--- src/rtl/parking_day_controller.sv ---
// rtl/parking_day_controller.sv - parking-lot day sequencer: spot tracking, hourly RAM writes, rush window, readback stepping
module parking_day_controller #(
  parameter int NUM_SPOTS = 3,
  parameter int NUM_HOURS = 8
) (
  input  logic       clk_i,
  input  logic       reset_ni,
  input  logic       arrive_i,
  input  logic       depart_i,
  input  logic       hour_tick_i,
  input  logic       slow_tick_i,
  input  logic       restart_i,
  output logic [1:0] spots_left_o,
  output logic [3:0] hour_o,
  output logic       wr_en_o,
  output logic [3:0] wr_data_o,
  output logic [3:0] rd_addr_o,
  output logic       start_rush_o,
  output logic       stop_rush_o,
  output logic       rush_ended_o,
  output logic       end_game_o
);

  localparam logic [1:0] SPOTS_MAX = 2'(NUM_SPOTS);
  localparam logic [3:0] HOUR_LAST = 4'(NUM_HOURS - 1);

  typedef enum logic {ST_DAY, ST_READBACK} state_e;
  typedef enum logic [1:0] {RUSH_NONE, RUSH_ACTIVE, RUSH_DONE} rush_e;

  state_e     state_q, state_d;
  rush_e      rush_q, rush_d;
  logic [1:0] spots_q, spots_d;
  logic [3:0] hour_q, hour_d;
  logic [3:0] count_q, count_d;
  logic [3:0] wr_data_q, wr_data_d;
  logic [3:0] rd_addr_q, rd_addr_d;
  logic       wr_en_q, wr_en_d;
  logic       start_q, start_d;
  logic       stop_q, stop_d;
  logic       ended_q, ended_d;
  logic       end_game_q, end_game_d;

  logic       take_arrival;
  logic [3:0] count_acc;

  // An arrival is accepted whenever a spot is free before the edge, even if a
  // departure on the same edge leaves spots_left unchanged.
  assign take_arrival = arrive_i && (spots_q != 2'd0);
  assign count_acc    = (take_arrival && (count_q != 4'hF)) ? count_q + 4'd1 : count_q;

  always_comb begin
    state_d    = state_q;
    rush_d     = rush_q;
    spots_d    = spots_q;
    hour_d     = hour_q;
    count_d    = count_q;
    wr_data_d  = wr_data_q;
    rd_addr_d  = rd_addr_q;
    wr_en_d    = 1'b0;
    start_d    = 1'b0;
    stop_d     = 1'b0;
    ended_d    = ended_q;
    end_game_d = end_game_q;

    if (restart_i) begin
      state_d    = ST_DAY;
      rush_d     = RUSH_NONE;
      spots_d    = SPOTS_MAX;
      hour_d     = 4'd0;
      count_d    = 4'd0;
      wr_data_d  = 4'd0;
      rd_addr_d  = 4'd0;
      ended_d    = 1'b0;
      end_game_d = 1'b0;
    end else if (state_q == ST_DAY) begin
      if (take_arrival && !depart_i) begin
        spots_d = spots_q - 2'd1;
      end else if (depart_i && !arrive_i && (spots_q != SPOTS_MAX)) begin
        spots_d = spots_q + 2'd1;
      end
      count_d = count_acc;

      if ((rush_q == RUSH_NONE) && (spots_q != 2'd0) && (spots_d == 2'd0)) begin
        start_d = 1'b1;
        rush_d  = RUSH_ACTIVE;
      end else if ((rush_q == RUSH_ACTIVE) && (spots_q == 2'd0) && (spots_d != 2'd0)) begin
        stop_d  = 1'b1;
        ended_d = 1'b1;
        rush_d  = RUSH_DONE;
      end

      if (hour_tick_i) begin
        wr_en_d   = 1'b1;
        wr_data_d = count_acc;
        count_d   = 4'd0;
        hour_d    = hour_q + 4'd1;
        if (hour_q == HOUR_LAST) begin
          end_game_d = 1'b1;
          rd_addr_d  = 4'd0;
          state_d    = ST_READBACK;
        end
      end
    end else if (slow_tick_i) begin
      rd_addr_d = (rd_addr_q == HOUR_LAST) ? 4'd0 : rd_addr_q + 4'd1;
    end
  end

  always_ff @(posedge clk_i or negedge reset_ni) begin
    if (!reset_ni) begin
      state_q    <= ST_DAY;
      rush_q     <= RUSH_NONE;
      spots_q    <= SPOTS_MAX;
      hour_q     <= 4'd0;
      count_q    <= 4'd0;
      wr_data_q  <= 4'd0;
      rd_addr_q  <= 4'd0;
      wr_en_q    <= 1'b0;
      start_q    <= 1'b0;
      stop_q     <= 1'b0;
      ended_q    <= 1'b0;
      end_game_q <= 1'b0;
    end else begin
      state_q    <= state_d;
      rush_q     <= rush_d;
      spots_q    <= spots_d;
      hour_q     <= hour_d;
      count_q    <= count_d;
      wr_data_q  <= wr_data_d;
      rd_addr_q  <= rd_addr_d;
      wr_en_q    <= wr_en_d;
      start_q    <= start_d;
      stop_q     <= stop_d;
      ended_q    <= ended_d;
      end_game_q <= end_game_d;
    end
  end

  assign spots_left_o = spots_q;
  assign hour_o       = hour_q;
  assign wr_en_o      = wr_en_q;
  assign wr_data_o    = wr_data_q;
  assign rd_addr_o    = rd_addr_q;
  assign start_rush_o = start_q;
  assign stop_rush_o  = stop_q;
  assign rush_ended_o = ended_q;
  assign end_game_o   = end_game_q;

endmodule

--- config.mk ---
export PLATFORM = sky130hd
export DESIGN_NAME = parking_day_controller
export DESIGN_NICKNAME = d
export VERILOG_FILES = /design/src/rtl/parking_day_controller.sv
export SDC_FILE = /design/constraint.sdc
export NUM_CORES = 1
export LEC_CHECK = 0
export CORE_MARGIN = 5
export CORE_UTILIZATION = 25
export CTS_CLUSTER_DIAMETER = 60
export CTS_CLUSTER_SIZE = 24
export DETAILED_ROUTE_END_ITERATION = 6
export HOLD_SLACK_MARGIN = 0.03
export PLACE_DENSITY = 0.5
export SYNTH_ARGS = -nofsm -noshare
export SYNTH_HDL_FRONTEND = slang
export SYNTH_SLANG_ARGS = --single-unit
--- constraint.sdc ---
create_clock -name clk_i -period 2.25 [get_ports clk_i]
set_input_delay 0.3375 -clock clk_i [delete_from_list [all_inputs] [get_ports clk_i]]
set_output_delay 0.3375 -clock clk_i [all_outputs]
set_load 0.02 [all_outputs]
* After elaboration in Yosys (flattened, before gate mapping)
Index checks and enable logic that the tools add are counted.
** Storage, ports and cells
- Flip-flop bits (word level) :: 26
- Input bits :: 7
- Output and inout port bits :: 19
- Logic and storage cells :: 100
** Operators by class
- Add/subtract/negate cells :: 5
- Equality and inequality tests :: 8
- Multiplexer cells :: 48
- Reductions and logical operators :: 27
** Operators with widths (number)
- 4-bit 2-to-1 mux :: 16
- 1-bit 2-to-1 mux :: 22
- 2-bit 2-to-1 mux :: 10
- 4-bit by 1-bit adder with 4-bit output, second input constant :: 3
- 2-bit nonzero test :: 5
- 1-bit logical AND :: 9
- 3-bit AND reduction :: 3
- 3-bit nonzero test :: 3
- 4-bit by 3-bit equality test with 1-bit output, second input constant :: 2
- 2-bit logical NOT :: 3
- 2-bit != test, second input constant :: 3
- 4-bit != test, second input constant :: 1
- 2-bit AND reduction :: 2
- 3-bit != test, second input constant :: 1
- 2-bit by 1-bit adder with 2-bit output, second input constant :: 1
- 2-bit by 1-bit equality test with 1-bit output, second input constant :: 1
- 1-bit logical NOT :: 2
- 2-bit by 1-bit subtractor with 2-bit output, second input constant :: 1

* Longest topological paths before layout
- Depth in word-level cells :: 13
- Gate-level depth with buffers :: 6
- Mapped depth without buffers :: 6

* Least setup slack after synthesis
Ideal clock, no wire load.
- Kind :: register -> register
- From :: register spots_q[0] (netlist: spots_left_o[0])
- To :: register rush_q[0]
- Library setup time :: 0.136 ns
- Arrival time :: 1.773 ns
- Data required time :: 2.114 ns
- Path slack :: 0.341 ns
- Stages on the path, launching flop included :: 7
- Buffers on the path :: 0
- Clock period less this slack :: 1.909 ns
- Path through :: dfstp_2 > inv_1 > ha_1 > or4b_4 > o2111ai_2 > a31o_4 > a211oi_2
** On the way
- Word-level cells in the longest chain between the ends :: 11
- Elaborated cells between the ends (all ways) :: 23
- Classes of those cells :: 2 x add/sub; 1 x eq/ne; 7 x mux; 13 x reduce/logical
** RTL lines
- from (decl) :: line 32 : logic [1:0] spots_q, spots_d;
- from (signal assigned) :: line 125 : spots_q <= spots_d;
- branches (longest 11 deep; another with 2-bit by 1-bit adder with 2-bit output)
- to (signal assigned) :: line 124 : rush_q <= rush_d;
- to (decl) :: line 31 : rush_e rush_q, rush_d;
Parallel ways; which one is timed is not known. The select of a mux whose other input is x is not followed.
A chain may end at the register's enable or synchronous reset.

* Worst setup path in the final report
Same ends and word-level chain as after synthesis.

==> key figures <==
Worst setup path
  • R2R Path Start: spots_left_o[0]
  • Critical-path top delay cell: dfstp_2
  • R2r endpoint: rush_q[0]
  • CP peak stage delay: 0.62 ns
  • R2R depth: 6
  • WS Path Type: reg -> reg
  • Crit path launch type: flop
  • Worst setup EP type: flop
  • Max FO, Critical Path: 9
  • Worst EP arrival: 2.09 ns
  • CP Launch Point: spots_left_o[0]
  • CP Cell Sequence: inv_1 -> ha_1 -> or4b_4 -> o2111ai_2 -> a31o_4 -> a211oi_2
  • Required @ worst endpoint: 2.40 ns
  • Reg-to-reg slack, setup: 0.31 ns

Yosys
  • Top cells by area, synth: dfrtp_1 41%, ha_1 5.1%, nor2_1 4.8%, dfstp_2 3.5%, a21oi_1 3.0%
  • Mapped Cells: 152
  • Post-synthesis mux area share: 2.78%
  • Syn nets: 165
  • Most frequent cells after synthesis: 24 x dfrtp_1, 19 x nor2_1, 12 x nand2_1
  • Largest family of logic cells by synthesized area: simple AND/OR/NAND/NOR gates
  • Async S/R FF share, synth: 100%
  • Top-count cell post-synth: dfrtp_1
  • Syn Area/Cell: 9.75 um2
  • FF+latch count, synth: 26
  • Ys flop type: dfrtp_1
  • Mapped Area: 1480 um2
  • Largest area contributor in the netlist: dfrtp_1
  • Share of the synthesized area in the top cell type: 40.5%
  • Adder-Cell Fraction of Synth Area: 5.06%
  • EDFF count, synth: 0
  • Post-Synth XOR/XNOR Area: 2.95%
  • Synth Area in Simple Gates: 27.0%
  • YS warnings: 0
  • Synth cell types: 45
  • Post-synthesis compound-gate area fraction: 14.5%
  • Part of the Yosys area used for sequential elements: 44.1%

Die
  • Die extent in x: 87.0 um
  • Die height: 87.0 um
  • Row count: 28
  • DIE AREA: 7570 um2
  • Initial Util: 25.3%
  • Core region area: 5850 um2
  • Num ports: 26

STA
  • Final Max Tran Viols: 0
  • Max frequency: 515 MHz
  • Final hold slack: 0.431 ns
  • Max_slew headroom: 68.2%
  • Worst slew pin tran: 0.472 ns
  • RSZ-0062 raised after global routing: no
  • # setup viols final: 0
  • TNS Setup: 0 ns
  • Hold Vio Cnt, Final: 0
  • Clock skew: 0.00170 ns
  • Clock period minus worst slack: 1.94 ns
  • Final Cycle Share: 86.2%

Detailed routing
  • Starting DRC count in detailed routing: 43
  • WL final: 3030 um
  • Router iterations before antenna repair: 4
  • Drt drc: 0
  • Detailed-route via count: 1133
  • Post-DR vias/cell: 4.48
  • Routed WL per cell: 12.0 um
  • Remaining antenna violation count: 0

Global route
  • Number of global-route vias before repair: 1145
  • Global-route wire length before repair: 5360 um
  • Met2 usage: 14.6%
  • Gr usage total: 8.94%
  • Largest net degree at the start of global routing: 27
  • Gr busiest metal: met2
  • Met3 Resource Use GR: 1.23%
  • Total congestion overflow: 0
  • Initial antenna violation count: 0
  • Grt met1 use: 11.8%

Placed design
  • Placed insts: 249
  • PortBufs: 25
  • DP HPWL: 2240 um
  • Placer Congestion: 0.734

Pwr
  • Sw Share: 24.6%
  • Switching pwr: 0.000264 W
  • Pint: 0.000807 W
  • VDD IR max: 0.230 mV
  • Pwr per Cell Area: 565 nW/um2
  • Design Power: 0.00107 W
  • Pleak: 0.814 nW
  • Comb pwr share: 16.3%
  • Clk network pwr share: 36.3%
  • Flop pwr share: 47.4%

Clock network
  • CTS resizes: 0
  • H-tree depth: 1
  • Worst-skew pair later-pin latency: 0.27 ns
  • Clock Tree Root: clkbuf_8
  • TritonCTS clock tree: done
  • Clock-pin slew on the worst setup and hold paths: 0.09 ns
  • Post-CTS Hold Fix Bufs: 0
  • Clock sink count: 26
  • Max clock buf depth: 2
  • Setup bufs post-CTS: 0
  • Total CTS buffers: 3

Cells and area
  • FF/Latch Area: 653 um2
  • Area of the multi-input gates: 776 um2
  • Layout cells sized above 1: 11.2%
  • Fillcell total: 606
  • Layout Cells excl Fill: 253
  • Post-layout nets: 192
  • Syn-to-layout area delta: 27.7%
  • N_diodes: 0

Min path
  • Hold crit path type: in -> async

Run status
  • Outcome: finished clean

Flow run
  • Max cap viols: 0
[power by group through the flow]
stage	Sequential, W	Clock (W)	Combinational (W)
final	0.000507	0.000388	0.000175
after floorplan	0.000530	0	0.0000937
after detailed placement	0.000517	0	0.000179
after global routing	0.000512	0.000423	0.000197
after global placement	0.000517	0	0.000179
after CTS	0.000508	0.000408	0.000179
[cell families after synthesis]
kind of cell	count (synthesis)
fa+ha+maj	6
flops	26
buf+inv	12
simple gates	69
xor+xnor	5
compound gates	30
mux	4
[cell type report]
cell class	instances	share of cell area (%)
inverters	5	0.991
clock buffers	3	2.18
multi-input cells	114	41.0
flip-flops and latches	26	34.5
repair buffers	29	14.8
clock inverters	1	1.59
well taps	75	4.96
[layout by cell type, fill, tap and decap left out, types with 2 or more instances in the layout]
master,Yosys,routed
a311oi_1,2,2
o21ai_0,5,5
nand3b_1,4,4
clkbuf_8,0,3
nor2b_1,3,3
dfstp_2,2,2
mux2i_1,3,3
a22oi_1,3,3
buf_4,0,4
nand4_1,2,2
dfrtp_1,24,24
ha_1,6,6
a21oi_1,9,9
a211oi_1,3,3
clkdlybuf4s50_1,0,25
nand2_1,12,12
nor3_1,4,4
nand3_1,5,5
xor2_1,4,4
nand2b_1,5,5
inv_1,5,5
nor2_1,19,19
and3_1,3,3
[worst max path at each step]
stage                               to  slack (ns)  depth (start not counted)
after floorplan              rush_q[0]        0.34                          6
after global placement       rush_q[0]        0.31                          5
after detailed placement  start_rush_o        0.29                          5
after CTS                 start_rush_o        0.29                          6
after global routing      start_rush_o        0.08                          6
final                        rush_q[0]        0.31                          6
[metal layers]
metal / wire (um) / vias up
li1: - / 597
met5: 0 / -
met2: 1410 / 14
met4: 28 / 0
met1: 1490 / 520
met3: 102 / 2
[stage by stage]
stage | cell area [um2] | setup slack, ns | util [%]
after floorplan | 1480 | 0.341 | -
after global placement | 1820 | 0.307 | 31.1
after detailed placement | 1820 | 0.286 | 31.1
after CTS | 1890 | 0.293 | 32.4
after global routing | 1890 | 0.0844 | 32.4
final | 1890 | 0.310 | 32.4
[critical path: cells and delay by family (launching register included)]
family	cells	cell delay [ns]
flip-flops	1	0.62
AND/OR/NAND/NOR	1	0.51
AO/OA/AOI/OAI	3	0.34
adder cells (fa/ha/maj)	1	0.29
buffers and inverters	1	0.08
[state kept, by name, indices dropped and copies added (netlist names)]
register,flops
stop_rush_o,1
count_q,4
wr_en_o,1
wr_data_o,4
hour_o,4
spots_left_o,2
rd_addr_o,4
rush_ended_o,1
state_q,1
start_rush_o,1
rush_q,2
end_game_o,1
(Power assumes the default switching activity.)
